--- src/rtl/fm_pkg.sv ---
// Shared definitions for the FM demodulator: default widths, the FSM state
// type, the offset-binary midscale helper and a signed saturation helper.
package fm_pkg;

    localparam int A_DEF = 8;
    localparam int D_DEF = 5;

    typedef enum logic {
        SYNC    = 1'b0,
        MEASURE = 1'b1
    } fm_state_e;

    // Midscale code of a d-bit offset-binary sample.
    function automatic int mid_of(input int d);
        return 1 << (d - 1);
    endfunction

    // Clamp a signed value into the range of an a-bit two's complement word.
    function automatic logic signed [31:0] sat_signed(input logic signed [63:0] v,
                                                      input int                 a);
        logic signed [63:0] hi;
        logic signed [63:0] lo;
        hi = (64'sd1 <<< (a - 1)) - 64'sd1;
        lo = -(64'sd1 <<< (a - 1));
        if (v > hi) begin
            return hi[31:0];
        end else if (v < lo) begin
            return lo[31:0];
        end else begin
            return v[31:0];
        end
    endfunction

endpackage

--- src/rtl/fm_zero_cross_detector.sv ---
// Rising midscale crossing detector for the offset-binary rf stream.
// The sample is registered once; a crossing is flagged when the registered
// sample is at or above midscale after a low excursion armed the detector.
// Build option FM_DEMOD_HYST_EN: the low excursion must reach MID-HYST, so
// glitches hovering just under midscale do not re-arm the detector.
module fm_zero_cross_detector
    import fm_pkg::*;
#(
    parameter int D    = D_DEF,
    parameter int HYST = 2
) (
    input  logic         clk,
    input  logic         rst,
    input  logic [D-1:0] rf,
    output logic         xing
);

    localparam logic [D-1:0] MID = D'(mid_of(D));

`ifdef FM_DEMOD_HYST_EN
    localparam bit HYST_ON = 1'b1;
`else
    localparam bit HYST_ON = 1'b0;
`endif

    // Without hysteresis "below MID" is the same as "at or below MID-1".
    localparam logic [D-1:0] ARM_TH = D'(mid_of(D) - (HYST_ON ? HYST : 1));

    logic [D-1:0] rf_q;
    logic         armed;

    assign xing = armed && (rf_q >= MID);

    // Sample register and arm flag; a crossing consumes the arm.
    always_ff @(posedge clk) begin
        if (rst) begin
            rf_q  <= MID;
            armed <= 1'b0;
        end else begin
            rf_q <= rf;
            if (xing) begin
                armed <= 1'b0;
            end else if (rf_q <= ARM_TH) begin
                armed <= 1'b1;
            end
        end
    end

endmodule

--- src/rtl/fm_demodulator.sv ---
// Period-counting FM discriminator. Times 2**P rising midscale crossings,
// subtracts the window length from nom_sum, scales by gain_shift and
// saturates to an A-bit signed audio sample. Windows are contiguous: the
// crossing that closes one window opens the next. A window that runs the
// counter into saturation is reported as lost lock and the FSM resyncs.
// Build option FM_DEMOD_HYST_EN: hysteresis in the crossing detector.
//
// state   | meaning
// --------+-------------------------------------------------------------
// SYNC    | counter idle, waiting for the first crossing to open a window
// MEASURE | counting cycles and crossings of the current window
module fm_demodulator
    import fm_pkg::*;
#(
    parameter int A    = A_DEF,
    parameter int D    = D_DEF,
    parameter int P    = 4,
    parameter int C    = 16,
    parameter int L    = 2,
    parameter int HYST = 2
) (
    input  logic                clk,
    input  logic                rst,
    input  logic [D-1:0]        rf,
    input  logic [C-1:0]        nom_sum,
    input  logic [L-1:0]        gain_shift,
    output logic signed [A-1:0] audio,
    output logic                audio_valid,
    output logic                lost_lock
);

    localparam logic [C-1:0] CNT_MAX   = '1;
    localparam logic [P-1:0] XCNT_LAST = '1;
    // Deviation is C+1 bits; the largest shift adds 2**L-1 more.
    localparam int           SW        = C + (2 ** L);

    fm_state_e   state;
    fm_state_e   state_nxt;
    logic [C-1:0] cnt;
    logic [C-1:0] cnt_nxt;
    logic [P-1:0] xcnt;
    logic [P-1:0] xcnt_nxt;
    logic [C-1:0] meas;
    logic [C-1:0] meas_nxt;
    logic         pend;
    logic         pend_nxt;
    logic         pend_to;
    logic         pend_to_nxt;
    logic         xing;

    logic signed [C:0]    dev;
    logic signed [SW-1:0] sdev;
    logic signed [A-1:0]  audio_sat;

    fm_zero_cross_detector #(
        .D    (D),
        .HYST (HYST)
    ) u_zcd (
        .clk  (clk),
        .rst  (rst),
        .rf   (rf),
        .xing (xing)
    );

    // State and window bookkeeping registers.
    always_ff @(posedge clk) begin
        if (rst) begin
            state   <= SYNC;
            cnt     <= '0;
            xcnt    <= '0;
            meas    <= '0;
            pend    <= 1'b0;
            pend_to <= 1'b0;
        end else begin
            state   <= state_nxt;
            cnt     <= cnt_nxt;
            xcnt    <= xcnt_nxt;
            meas    <= meas_nxt;
            pend    <= pend_nxt;
            pend_to <= pend_to_nxt;
        end
    end

    // Next-state logic; saturation is checked before the crossing so a
    // crossing landing on the saturated cycle is ignored.
    always_comb begin
        state_nxt   = state;
        cnt_nxt     = cnt;
        xcnt_nxt    = xcnt;
        meas_nxt    = meas;
        pend_nxt    = 1'b0;
        pend_to_nxt = 1'b0;
        case (state)
            SYNC: begin
                if (xing) begin
                    state_nxt = MEASURE;
                    cnt_nxt   = C'(1);
                    xcnt_nxt  = '0;
                end
            end
            MEASURE: begin
                if (cnt == CNT_MAX) begin
                    meas_nxt    = cnt;
                    pend_nxt    = 1'b1;
                    pend_to_nxt = 1'b1;
                    state_nxt   = SYNC;
                    cnt_nxt     = '0;
                    xcnt_nxt    = '0;
                end else if (xing && (xcnt == XCNT_LAST)) begin
                    meas_nxt = cnt;
                    pend_nxt = 1'b1;
                    cnt_nxt  = C'(1);
                    xcnt_nxt = '0;
                end else begin
                    cnt_nxt = cnt + C'(1);
                    if (xing) begin
                        xcnt_nxt = xcnt + P'(1);
                    end
                end
            end
            default: begin
                state_nxt = SYNC;
            end
        endcase
    end

    // Deviation from nominal, gain shift and saturation of the held window.
    always_comb begin
        dev       = $signed({1'b0, nom_sum}) - $signed({1'b0, meas});
        sdev      = SW'(dev) <<< gain_shift;
        audio_sat = A'(sat_signed(64'(sdev), A));
    end

    // Output stage; nom_sum and gain_shift take effect here, at emission.
    always_ff @(posedge clk) begin
        if (rst) begin
            audio       <= '0;
            audio_valid <= 1'b0;
            lost_lock   <= 1'b0;
        end else begin
            audio_valid <= pend;
            if (pend) begin
                audio     <= audio_sat;
                lost_lock <= pend_to;
            end
        end
    end

endmodule

--- config.mk ---
export PLATFORM = sky130hd
export DESIGN_NAME = fm_demodulator
export DESIGN_NICKNAME = d
export VERILOG_FILES = /design/src/rtl/fm_pkg.sv /design/src/rtl/fm_zero_cross_detector.sv /design/src/rtl/fm_demodulator.sv
export SDC_FILE = /design/constraint.sdc
export NUM_CORES = 1
export LEC_CHECK = 0
export ABC_AREA = 1
export BUFFER_PORTS_ARGS = -buffer_cell sky130_fd_sc_hd__buf_2
export CAP_MARGIN = 20
export CORE_MARGIN = 2
export CORE_UTILIZATION = 45
export CTS_BUF_LIST = sky130_fd_sc_hd__clkbuf_4 sky130_fd_sc_hd__clkbuf_8 sky130_fd_sc_hd__clkbuf_16
export CTS_CLUSTER_DIAMETER = 80
export CTS_CLUSTER_SIZE = 14
export DETAILED_ROUTE_END_ITERATION = 16
export PLACE_DENSITY = 0.67
export SLEW_MARGIN = 30
export SYNTH_ARGS = -nofsm -noshare
export SYNTH_HDL_FRONTEND = slang
export SYNTH_SLANG_ARGS = --single-unit
--- constraint.sdc ---
create_clock -name clk -period 2.8 [get_ports clk]
set_clock_uncertainty 0.05 [all_clocks]
set_input_delay 0.56 -clock clk [delete_from_list [all_inputs] [get_ports clk]]
set_output_delay 0.56 -clock clk [all_outputs]
set_load 0.05 [all_outputs]
Word-level counts from Yosys, hierarchy flattened
Cells that the tools add are included.

Bits in registers: 55. Bits of input ports: 25. Output and inout port bits: 10. Word-level logic and storage cells: 50.

$add $sub $neg: 3. Order comparisons: 4. Eq/ne operators: 4. Shift operators: 1. Muxes and demuxes: 19. Bitwise gates (word level): 1. Reductions and logical operators: 7.

Operator list (count): 16-bit two-way mux (5); 16-bit case mux with 2 select lines (1); 20-bit by 8-bit > comparator with 1-bit output, second input constant (1); 20-bit by 8-bit < comparator with 1-bit output, second input constant (1); 17-bit by 2-bit <<< shifter with 20-bit output (1); 16-bit by 16-bit subtractor with 17-bit output (1); 16-bit by 1-bit adder with 16-bit output, second input constant (1); 16-bit equality test, second input constant (1); 4-bit two-way mux (4); 8-bit two-way mux (2); 4-bit case mux with 2 select lines (1); 5-bit greater-or-equal comparator, second input constant (1); 5-bit by 4-bit <= comparator with 1-bit output, second input constant (1); 1-bit two-way mux (5); 4-bit by 1-bit adder with 4-bit output, second input constant (1); 4-bit equality test, second input constant (1); 4-bit by 1-bit inequality test with 1-bit output, second input constant (1); 2-bit AND reduction (2); 2-bit OR reduction (2); 1-bit logical AND (2); 2-bit inequality test, second input constant (1); 1-bit case mux with 2 select lines (1); 2-bit nonzero test (1); 1-bit NOT (1).

Logic depth before layout (Yosys ltp)
Depth after elaboration: 6. Gate-level depth with buffers: 21. Mapped depth without buffers: 21.

Cells and area by module
A second synthesis with hierarchy kept.

Cell total of the unflattened synthesis: 647. Area, all modules: 3945.0 sq um.

Modules (own cells, without submodules): fm_demodulator (times used 1, cells an instance 639, area each 3882.5 sq um, seq. area each 980.9 sq um); fm_zero_cross_detector (times used 1, cells an instance 8, area each 62.6 sq um, seq. area each 40.0 sq um).

Least setup slack after synthesis
Ideal clock, no wire load.

Path type: input port to flip-flop. Start: input port nom_sum[0]. End: register audio[3]. Library setup time: 123 ps. Arrival time: 2534 ps. Data required time: 2627 ps. Slack: 92 ps. Cell stages on the path: 19. Path buffers: 0. Path through: inv_1 ha_1 fa_1 inv_1 nand3_1 nand3_1 nand2_1 nand2_2 nand3_1 nand2_2 inv_1 nand2_2 nand3_1 nand2_1 nand2_1 nor2_1 nand3_1 a21oi_2 a21oi_1.

Longest elaborated chain between the ends: 5. Elaborated cells on any way between the ends: 6. Classes of those cells: add/sub: 1; order compare: 2; shift: 1; mux: 2.

Ends and longest elaborated chain: start: declaration (RTL line fm_demodulator.sv:25) `input logic [C-1:0] nom_sum,`; 16-bit by 16-bit subtractor with 17-bit output * (RTL line fm_demodulator.sv:129) `dev = $signed({1'b0, nom_sum}) - $signed({1'b0, meas});`; 17-bit by 2-bit <<< shifter with 20-bit output * (RTL line fm_demodulator.sv:130) `sdev = SW'(dev) <<< gain_shift;`; 20-bit by 8-bit < comparator with 1-bit output (RTL line fm_pkg.sv:27) `end else if (v < lo) begin`; 8-bit two-way mux (RTL line fm_pkg.sv:27); 8-bit two-way mux * (RTL line fm_pkg.sv:25) `if (v > hi) begin`; end signal: assignment (RTL line fm_demodulator.sv:143) `audio <= audio_sat;`; end: declaration (RTL line fm_demodulator.sv:27) `output logic signed [A-1:0] audio,`.

Mark *: on every way between the ends. The rest lies on a longest branch, timed or not. A chain may end at the register's enable or synchronous reset.

Worst setup path after layout
Start: input port nom_sum[0]. End: register audio[6].

Same word-level chain as after synthesis.

==> out/metrics.cfg <==
[worst_setup_path]
worst-r2r-cell-count = 17
cp_max_fo = 4
arrival_ns = 2.80
worst_setup_path_end_kind = flip-flop
critPathMostFrequentCell = sky130_fd_sc_hd__nand2_1
worstSetupStartpointType = input port
critical_path.cell_chain = buf_6 -> inv_2 -> ha_4 -> fa_2 -> inv_2 -> nand3_2 -> nand3_4 -> buf_4 -> xor2_2 -> nand2_1 -> nand2_2 -> nand2_1 -> nand2_2 -> and2_1 -> nand2_1 -> nor2_1 -> nand3_2 -> a21oi_4 -> a21oi_1
cp_data_required_time_ns = 2.94
timing.critical_path.slowest_stage_cell = sky130_fd_sc_hd__fa_2
critical_path_class = input port to flip-flop
worst_path_largest_cell_delay_ns = 0.41

[global_routing]
first_global_vias = 3813
grt_antenna_before_repair = 0
global_route_wire_length_before_repair_um = 16500
grt_max_degree = 34
grt-ovfl-total = 0
grtUsageTotal_pct = 20.6

[sta]
report.final.hold_viol_count = 0
worst_pin_slew_ns = 0.698
post-route-min-period_ns = 2.66
fmax_mhz = 375
fin_crit_sh_pct = 95.2
setup-tns-final_ns = 0
max-slew-margin-rel_pct = 53.3
finalSetupViolCount = 0
timing_max_transition_violations_final = 0
unrepaired_setup_endpoints_after_global_routing = true

[placed_design]
dp_hpwl_um = 7620
dp_cells = 777
globalplace.congestion = 0.893
portBuffers = 30

[flow_run]
max_cap_violations = 0

[detailed_routing]
drc_errors = 0
wl_per_cell_um = 12.4
viasPerCell = 5.18
final_antenna_net_count = 0
wl_um = 9790
drtIter0Drc = 147
detail_route.first_pass.iterations = 4
route.vias.total = 4104

[floorplanning]
core_area_um2 = 8300
design.die.area_um2 = 9390
fp.dieH_um = 96.9
io-pin-count = 35
die_x_um = 96.9
initial_utilization_pct = 46.8
num_rows = 33

[layout]
top_library_cells_by_usage_in_the_layout_fill_and_taps_aside = sky130_fd_sc_hd__nand2_1, sky130_fd_sc_hd__inv_1, sky130_fd_sc_hd__nand3_1, sky130_fd_sc_hd__dfxtp_1, sky130_fd_sc_hd__a21oi_1
post_route_cells_drive_above_1_share_pct = 20.8
nNetsFinal = 732
finalNonFillerCells = 792
leading_cell_type_in_the_layout_fill_and_taps_excluded = sky130_fd_sc_hd__nand2_1
antenna_cells = 0
signed_area_change_from_the_synthesized_netlist_to_the_final_layout_pct = 18.4

[synthesis]
syn_area_cell_um2 = 6.17
synth-edff-count = 0
synth_async_sr_flop_share_pct = 0
sequential_share_of_the_synthesized_area_pct = 26.3
post_synthesis_cell_count = 629
ys_warn_count = 0
synth.ff_latch_count = 51
synthesis.nets = 674
ys_dominant_reg_cell = sky130_fd_sc_hd__dfxtp_1
synth_cell_types = 39
post_synth_instance_area_um2 = 3880

[power]
vdd_ir_drop_max_uv = 368
power.density_cell_area_nw_per_um2 = 351
power.leakage_uw = 0.00220

[clock_tree]
clock_sink_count = 51
cts_inserted_buffers = 5
htreeDepth = 2
clk-insertion-delay-late_ns = 0.30
clk_path_buf_depth = 2
clock_tree_from_tritoncts = yes
cts_hold_repair.buffers = 0
clkTransAtPathRegs_ns = 0.08
cts.root.buffer_cell = sky130_fd_sc_hd__clkbuf_8

[outcome]
result_of_the_run = finished, final reports clean

[hold_path]
min_delay_path_depth = 1
timing.hold.worst.class = flip-flop to flip-flop

## where the power goes
group	total (uW)	internal, uW	switching (uW)
combinational	394	154	240
clock	487	261	226
sequential	732	728	3.97
## cells by family after synthesis
group,synth area share [%]
xor gates and xnor gates,2.03
DFF,26.3
and+or+nand+nor,40.1
adders and majority gates,6.64
muxes,0.516
buffers and inverters,11.9
AOI/OAI and AO/OA,12.6
## worst paths after layout
path	slack (ns)	from	to
hold reg to reg	0.36	u_zcd.rf_q[4]	u_zcd.armed
hold / removal	0.36	u_zcd.rf_q[4]	u_zcd.armed
setup / recovery	0.14	nom_sum[0]	audio[6]
setup reg to reg	0.15	meas[0]	audio[6]
## what timing repair did
item	CTS	global route
resized for setup	0	47
endpoints found under the hold margin	0	0
buffers inserted	0	8
setup endpoints to repair	0	7
## Yosys cell counts, types with 2 or more instances
cell / count / area (um^2)
sky130_fd_sc_hd__a21oi_2: 2 / 17.5
sky130_fd_sc_hd__or2_2: 3 / 18.8
sky130_fd_sc_hd__clkbuf_8: 4 / 55.1
sky130_fd_sc_hd__nand3_2: 5 / 50.1
sky130_fd_sc_hd__nand2_2: 10 / 62.6
sky130_fd_sc_hd__ha_1: 19 / 238
sky130_fd_sc_hd__o21ai_0: 33 / 165
sky130_fd_sc_hd__nor2_1: 41 / 154
sky130_fd_sc_hd__inv_1: 87 / 327
sky130_fd_sc_hd__xnor2_1: 3 / 26.3
sky130_fd_sc_hd__mux2i_1: 2 / 20.0
sky130_fd_sc_hd__nor3_1: 5 / 25.0
sky130_fd_sc_hd__a22oi_1: 2 / 15.0
sky130_fd_sc_hd__a21oi_1: 46 / 230
sky130_fd_sc_hd__nand3_1: 83 / 415
sky130_fd_sc_hd__buf_6: 2 / 22.5
sky130_fd_sc_hd__clkbuf_1: 8 / 30.0
sky130_fd_sc_hd__dfxtp_1: 51 / 1020
sky130_fd_sc_hd__xor2_1: 6 / 52.6
sky130_fd_sc_hd__clkinv_1: 2 / 7.51
sky130_fd_sc_hd__nand4_1: 13 / 81.3
sky130_fd_sc_hd__buf_2: 2 / 10.0
sky130_fd_sc_hd__nor2_2: 5 / 31.3
sky130_fd_sc_hd__nand2_1: 177 / 664
sky130_fd_sc_hd__and2_1: 4 / 25.0
## layout make-up
cell class,instances,area [um^2]
fillers,843,3700
multi-input cells,471,2550
flip-flops and latches,51,1020
repair buffers,68,442
inverters,90,338
well taps,105,131
clock buffers,5,68.8
clock inverters,2,37.5
## routing by layer
| metal | track usage, % | share of wire, % | vias up |
|---|---|---|---|
| met5 | 0 | 0 | - |
| met3 | 1.88 | 3.4 | 20 |
| met2 | 37.5 | 50 | 86 |
| met4 | 6.61 | 2.4 | 0 |
| met1 | 25.3 | 44 | 1840 |
| li1 | - | - | 2158 |
## through the flow
step	worst slack, ns	hold WS, ns	power (uW)	instance area (um^2)	utilization, %
2_1_floorplan	0.0923	0.343	1010	3880	-
3_3_place_gp	-0.247	0.352	1100	4270	51.4
3_5_place_dp	-0.304	0.355	1110	4270	51.4
4_1_cts	0.00916	0.367	1600	4370	52.7
5_1_grt	-0.0415	0.375	1720	4600	55.4
6_report	0.135	0.363	1610	4600	55.4
## worst max-delay path, delay by kind of cell
kind	cells	cell delay, ns
and+or+nand+nor	10	0.89
AOI/OAI and AO/OA	2	0.30
adders and majority gates	2	0.56
xor gates and xnor gates	1	0.16
buffers and inverters	4	0.32
## sequential cells by signal, indices dropped and copies added (netlist names)
register,flops
lost_lock,1
audio,8
audio_valid,1
state,1
pend,1
u_zcd.armed,1
cnt,16
xcnt,4
u_zcd.rf_q,1
pend_to,1
meas,16
Power figures use the tool's default switching activity.
